**src/rtl/id_ex_pipe.sv**
```systemverilog
// ---------------------------------------------------------------------------
// id_ex_pipe
//
// ID/EX pipeline register for a classic 5-stage MIPS-style pipeline, with
// load-use hazard detection and a saturating count of inserted bubbles.
//
// Each rising edge loads exactly one of three things into the EX stage,
// in priority order:
//   flush  : bubble (all control bits, ALUOp, valid and data fields = 0)
//   hazard : bubble, and bubble_cnt increments (saturating at all-ones)
//   normal : the ID instruction, with jump-related control sanitised
//
// Ports
//   clk, rst_n          clock, asynchronous active-low reset
//   id_*                decoded ID-stage control, specifiers and data
//   id_is_*_type        decoded instruction class (hazard qualification)
//   flush               taken branch/jump in EX: kill the ID instruction
//   ex_*                registered copies of the id_* fields, plus ex_valid
//   pc_write            combinational PC enable (0 = hold)
//   ifid_write          combinational IF/ID enable (0 = hold)
//   bubble_cnt          number of load-use bubbles inserted so far
//
// Hold protocol: pc_write/ifid_write are enables for the upstream stages.
// When they are 0 during a cycle, the IF/ID register must present the same
// instruction again on the next cycle; the bubble inserted here on that edge
// clears ex_MemRead, so the hold lasts exactly one cycle per load.
// ---------------------------------------------------------------------------
module id_ex_pipe #(
  parameter int unsigned DATA_W = 32,
  parameter int unsigned CNT_W  = 16
) (
  input  logic              clk,
  input  logic              rst_n,

  input  logic [2:0]        id_ALUOp,
  input  logic              id_RegDest,
  input  logic              id_RegWrite,
  input  logic              id_ALUSrc,
  input  logic              id_MemRead,
  input  logic              id_MemWrite,
  input  logic              id_MemToReg,
  input  logic              id_Branch,
  input  logic              id_invertzero,
  input  logic              id_Jump,

  input  logic              id_is_r_type,
  input  logic              id_is_i_type,
  input  logic              id_is_j_type,

  input  logic [4:0]        id_rs,
  input  logic [4:0]        id_rt,
  input  logic [4:0]        id_rd,
  input  logic [DATA_W-1:0] id_rdata1,
  input  logic [DATA_W-1:0] id_rdata2,
  input  logic [DATA_W-1:0] id_imm,
  input  logic [DATA_W-1:0] id_pc4,
  input  logic [5:0]        id_funct,

  input  logic              flush,

  output logic [2:0]        ex_ALUOp,
  output logic              ex_RegDest,
  output logic              ex_RegWrite,
  output logic              ex_ALUSrc,
  output logic              ex_MemRead,
  output logic              ex_MemWrite,
  output logic              ex_MemToReg,
  output logic              ex_Branch,
  output logic              ex_invertzero,
  output logic              ex_Jump,
  output logic [4:0]        ex_rs,
  output logic [4:0]        ex_rt,
  output logic [4:0]        ex_rd,
  output logic [DATA_W-1:0] ex_rdata1,
  output logic [DATA_W-1:0] ex_rdata2,
  output logic [DATA_W-1:0] ex_imm,
  output logic [DATA_W-1:0] ex_pc4,
  output logic [5:0]        ex_funct,
  output logic              ex_valid,

  output logic              pc_write,
  output logic              ifid_write,
  output logic [CNT_W-1:0]  bubble_cnt
);

  // Whole EX-stage payload as one register so bubble/reset are a single '0.
  typedef struct packed {
    logic [2:0]        alu_op;
    logic              reg_dest;
    logic              reg_write;
    logic              alu_src;
    logic              mem_read;
    logic              mem_write;
    logic              mem_to_reg;
    logic              branch;
    logic              invertzero;
    logic              jump;
    logic [4:0]        rs;
    logic [4:0]        rt;
    logic [4:0]        rd;
    logic [DATA_W-1:0] rdata1;
    logic [DATA_W-1:0] rdata2;
    logic [DATA_W-1:0] imm;
    logic [DATA_W-1:0] pc4;
    logic [5:0]        funct;
    logic              valid;
  } ex_t;

  ex_t              ex_q, ex_d;
  logic [CNT_W-1:0] bubble_cnt_q, bubble_cnt_d;
  logic             hz;

  // Instruction class is only needed by the decoder; i-type alone never
  // qualifies a hazard here.
  logic unused_is_i_type;
  assign unused_is_i_type = id_is_i_type;

  // Load-use hazard: the load in EX writes a register the ID instruction
  // reads. rs is read by everything but jumps; rt is only a source for
  // R-type, branches and stores. $0 is never a real dependency.
  assign hz = ex_q.valid & ex_q.mem_read & (ex_q.rt != 5'd0) &
              (((ex_q.rt == id_rs) & ~id_is_j_type) |
               ((ex_q.rt == id_rt) & (id_is_r_type | id_Branch | id_MemWrite)));

  // A flush discards the ID instruction anyway, so there is nothing to hold.
  assign pc_write   = flush | ~hz;
  assign ifid_write = flush | ~hz;

  always_comb begin
    ex_d         = '0;
    bubble_cnt_d = bubble_cnt_q;
    if (flush) begin
      ex_d = '0;
    end else if (hz) begin
      ex_d = '0;
      if (bubble_cnt_q != {CNT_W{1'b1}}) begin
        bubble_cnt_d = bubble_cnt_q + 1'b1;
      end
    end else begin
      // Jumps leave several decoder outputs as don't-cares; force the ones
      // that would trigger memory, branch or datapath muxing to 0.
      ex_d.alu_op     = id_Jump ? 3'd0 : id_ALUOp;
      ex_d.reg_dest   = id_RegDest  & ~id_Jump;
      ex_d.reg_write  = id_RegWrite;
      ex_d.alu_src    = id_ALUSrc   & ~id_Jump;
      ex_d.mem_read   = id_MemRead  & ~id_Jump;
      ex_d.mem_write  = id_MemWrite;
      ex_d.mem_to_reg = id_MemToReg & ~id_Jump;
      ex_d.branch     = id_Branch   & ~id_Jump;
      ex_d.invertzero = id_invertzero;
      ex_d.jump       = id_Jump;
      ex_d.rs         = id_rs;
      ex_d.rt         = id_rt;
      ex_d.rd         = id_rd;
      ex_d.rdata1     = id_rdata1;
      ex_d.rdata2     = id_rdata2;
      ex_d.imm        = id_imm;
      ex_d.pc4        = id_pc4;
      ex_d.funct      = id_funct;
      ex_d.valid      = 1'b1;
    end
  end

  always_ff @(posedge clk or negedge rst_n) begin
    if (!rst_n) begin
      ex_q         <= '0;
      bubble_cnt_q <= '0;
    end else begin
      ex_q         <= ex_d;
      bubble_cnt_q <= bubble_cnt_d;
    end
  end

  assign ex_ALUOp      = ex_q.alu_op;
  assign ex_RegDest    = ex_q.reg_dest;
  assign ex_RegWrite   = ex_q.reg_write;
  assign ex_ALUSrc     = ex_q.alu_src;
  assign ex_MemRead    = ex_q.mem_read;
  assign ex_MemWrite   = ex_q.mem_write;
  assign ex_MemToReg   = ex_q.mem_to_reg;
  assign ex_Branch     = ex_q.branch;
  assign ex_invertzero = ex_q.invertzero;
  assign ex_Jump       = ex_q.jump;
  assign ex_rs         = ex_q.rs;
  assign ex_rt         = ex_q.rt;
  assign ex_rd         = ex_q.rd;
  assign ex_rdata1     = ex_q.rdata1;
  assign ex_rdata2     = ex_q.rdata2;
  assign ex_imm        = ex_q.imm;
  assign ex_pc4        = ex_q.pc4;
  assign ex_funct      = ex_q.funct;
  assign ex_valid      = ex_q.valid;
  assign bubble_cnt    = bubble_cnt_q;

endmodule

```
**config.mk**
```make
export PLATFORM = sky130hd
export DESIGN_NAME = id_ex_pipe
export DESIGN_NICKNAME = d
export VERILOG_FILES = /design/src/rtl/id_ex_pipe.sv
export SDC_FILE = /design/constraint.sdc
export NUM_CORES = 1
export LEC_CHECK = 0
export ABC_CLOCK_PERIOD_IN_PS = 2300
export CORE_AREA = 2 2 135 137
export CTS_CLUSTER_DIAMETER = 30
export DETAILED_ROUTE_END_ITERATION = 10
export DIE_AREA = 0 0 137 139
export HOLD_SLACK_MARGIN = 0.12
export PLACE_DENSITY = 0.74
export SLEW_MARGIN = 20
export SYNTH_ARGS = -nofsm -noshare
export SYNTH_HDL_FRONTEND = slang
export SYNTH_SLANG_ARGS = --single-unit
```
**constraint.sdc**
```tcl
create_clock -name clk -period 2.3 [get_ports clk]
set_clock_uncertainty 0.1 [all_clocks]
set_input_delay 0.345 -clock clk [delete_from_list [all_inputs] [get_ports clk]]
set_output_delay 0.345 -clock clk [all_outputs]
set_load 0.01 [all_outputs]
```
==> results_dict.tcl, run 1 <==
set metrics [dict create \
    synth-seq-cells 178 \
    synth_area_leaders "dfrtp_1, and2_1, xnor2_1, and3b_1, nand4_1" \
    p_seq_frac 0.470 \
    stdcell_count 1047 \
    holdCritPathClass "primary input to flip-flop" \
    placed_cell_area_um2 10000 \
    hold_viol_final 0 \
    cp_slowest_cell "or4_4" \
    clkLatencyLatePin_ps 420 \
    ys.flop_type "dfrtp_1" \
    cts-root-buf "clkbuf_16" \
    fin_ws_ps -76.5 \
    die_w_um 137 \
    ant_nets 0 \
    slowest_delay_ps 550 \
    fin_area_um2 10600 \
    yosys.area_share.simple 0.210 \
    synthToLayoutAreaGrowth_pct 72.3 \
    synth_compound_area_frac 0.0120 \
    m1WireLength_um 6350 \
    num_vias 4598 \
    peakVddDrop_uv 477 \
    cp_cell_sequence "or4_4 -> o211ai_1 -> nor2_1 -> nand2_1 -> buf_2" \
    period_share 1.03 \
    drc 0 \
    synth_edf_count 0 \
    yosysTopAreaCell "dfrtp_1" \
    synth_xor_xnor_area_share 0.0341 \
    synthDistinctLibCells 32 \
    violations "setup timing" \
    synthAdderAreaFrac 0.00203 \
    h-tree-depth 4 \
    grt_pass1_wl_um 26600 \
    dpl_worst_slack_ps -234 \
    synth_fp_nets 605 \
    status "finished, violations left" \
    finalCriticalPeriod_ps 2380 \
    synth_top_family_by_area "simple AND/OR/NAND/NOR gates" \
    tns_ps -150 \
    worst_setup_path_start_kind "flip-flop" \
    synth_mux_area_frac 0.00366 \
    cts_sinks 178 \
    hpwl_um 13300 \
    drive_above_1_share 0.0770 \
    topRoutingLayerUsed "met4" \
    grt_overflow 0 \
    avgViaCountPerCell 4.39 \
    cp_num_buf_inv 1 \
    p_clk_frac 0.394 \
    crit_type "flip-flop to output pin" \
    ios 347 \
    rsz0062_at_grt "yes" \
    critPathMaxFanout 2 \
    core_region_area_um2 17700 \
    dr.pass1.iters 4 \
    power_density_nw_per_um2 666 \
    wl_per_cell_um 16.7 \
    grt_max_degree 68 \
    numCtsBuffers 17 \
    die_height_um 139 \
    cts_buffer_depth 2 \
    p_leak_nw 4.64 \
    dieArea_um2 19000 \
    antenna_found_initial 0 \
    cts.clk_slew.worst_paths_ps 70 \
    yosys_warnings 0 \
    fmax_mhz 421 \
    report.final.setup_viol 2 \
    wl_met2_um 8790 \
    worstMarginPinSlew_ps 734 \
    intPower_mw 5.43 \
    holdWs_ps 369 \
    avgSynthCellArea_um2 14.1 \
    gp_congestion 0.881 \
    met3WireLength_um 1870 \
    utilization 0.601 \
    arrival_ps 1930 \
    wirelength_um 17500 \
    cts_tree "built" \
    swShare 0.232 \
    grt_pass1_vias 4972 \
    numPlacedInstances 1013 \
    power_frac_comb 0.135 \
    ys_seq_area_frac 0.723 \
    fill_cells 1376 \
    asyncSetResetFlopFracSynth 1.00 \
    rows 49 \
    postSynthCellCount 437 \
    cp.required_ps 1860 \
    numPortBuffers 345 \
    power.switching_mw 1.64 \
    first_iter_violations 192 \
    synth.most_common_cell "dfrtp_1" \
    synth_top_cells_by_count "dfrtp_1, and2_1, xnor2_1, nand4_1" \
    grt_usage 0.185 \
    antenna_cells 0 \
    slew_headroom 0.504 \
    yosysTopAreaCellShare 0.723 \
    cp_top_family "simple AND/OR/NAND/NOR gates" \
    finish.net_count 973 \
    worstSetupEndpointType "output pin" \
    maxCapViolCount 0 \
    synth_area_um2 6160 \
    power_mw 7.07 \
    start_util 0.349 \
    slew_viol_final 0 \
]
## cells by family (layout without fill, tap and decap cells)
logic type | after synthesis | in the layout
DFF | 178 | 178
muxes | 2 | 2
xor gates and xnor gates | 24 | 24
buffers and inverters | 19 | 400
AOI/OAI and AO/OA | 7 | 7
adders and majority gates | 1 | 1
and+or+nand+nor | 206 | 206
## flip-flops by register name, indices dropped and copies added (netlist names)
signal	cells
ex_rt	5
ex_valid	1
ex_Jump	1
ex_ALUOp	3
ex_invertzero	1
ex_RegWrite	1
ex_MemRead	1
ex_pc4	32
ex_rdata2	32
ex_MemWrite	1
ex_ALUSrc	1
ex_imm	32
bubble_cnt	16
ex_MemToReg	1
ex_rs	5
ex_rdata1	32
ex_rd	5
ex_Branch	1
ex_RegDest	1
ex_funct	6
## worst paths after layout
path / start / to / slack [ps] / cells after the start
max reg2reg: ex_rt[2] / ex_ALUOp[2] / 100 / 8
min reg2reg: bubble_cnt[8] / bubble_cnt[8] / 400 / 1
max: ex_rt[1] / ifid_write / -80 / 5
min in group asynchronous: rst_n / ex_pc4[4] / 410 / 2
max in group asynchronous: rst_n / ex_imm[8] / 980 / 3
min: id_pc4[31] / ex_pc4[31] / 370 / 2
## power by group through the flow
stage          clock network [mW]  registers, mW  logic (mW)
6_report                     2.79           3.32       0.955
5_1_grt                      3.02           3.34        1.03
4_1_cts                      2.87           3.33       0.972
3_5_place_dp                    0           3.38       0.962
3_3_place_gp                    0           3.38       0.949
2_1_floorplan                   0           3.46       0.155
## final cells by class
cell class	count	area [um2]	area share
multi-input cells	240	1640	0.154
clock inverters	12	123	0.0116
well taps	229	287	0.0270
flip-flops and latches	178	4450	0.420
repair buffers	368	3670	0.346
clock buffers	20	447	0.0421
## layer usage
metal | GRT usage | vias up
met5 | 0 | -
met4 | 0.0787 | 0
met3 | 0.0746 | 33
met2 | 0.321 | 246
met1 | 0.198 | 2186
li1 | - | 2133
## placed cells by master (no fill, tap or decap), types with 2 or more instances in the layout
master	n
buf_12	4
nand4_1	10
nand2_1	6
nor2_1	3
buf_4	18
nor3_1	2
inv_6	4
and3_1	2
buf_2	2
dfrtp_1	178
xor2_1	3
nand3_1	9
and4_1	2
and2_1	154
and3b_1	9
xnor2_1	21
clkinv_4	3
clkinvlp_4	2
nand3b_1	2
clkdlybuf4s50_1	342
clkbuf_16	17
clkbuf_1	2
## repair_timing
| item | CTS | global route |
|---|---|---|
| hold buffers | 1 | 0 |
| hold endpoints to repair | 59 | 0 |
| endpoints found under the setup margin | 2 | 32 |
| pin swaps | 3 | 4 |
| resized for setup | 9 | 4 |
| setup buffers | 1 | 0 |
Power figures use the tool's default switching activity.
==> run 2, diff against run 1 <==
HOLD_SLACK_MARGIN = unset   (was 0.12)
==> results of run 2 <==
No change in the layout: final DEF, timing and power equal those of run 1.
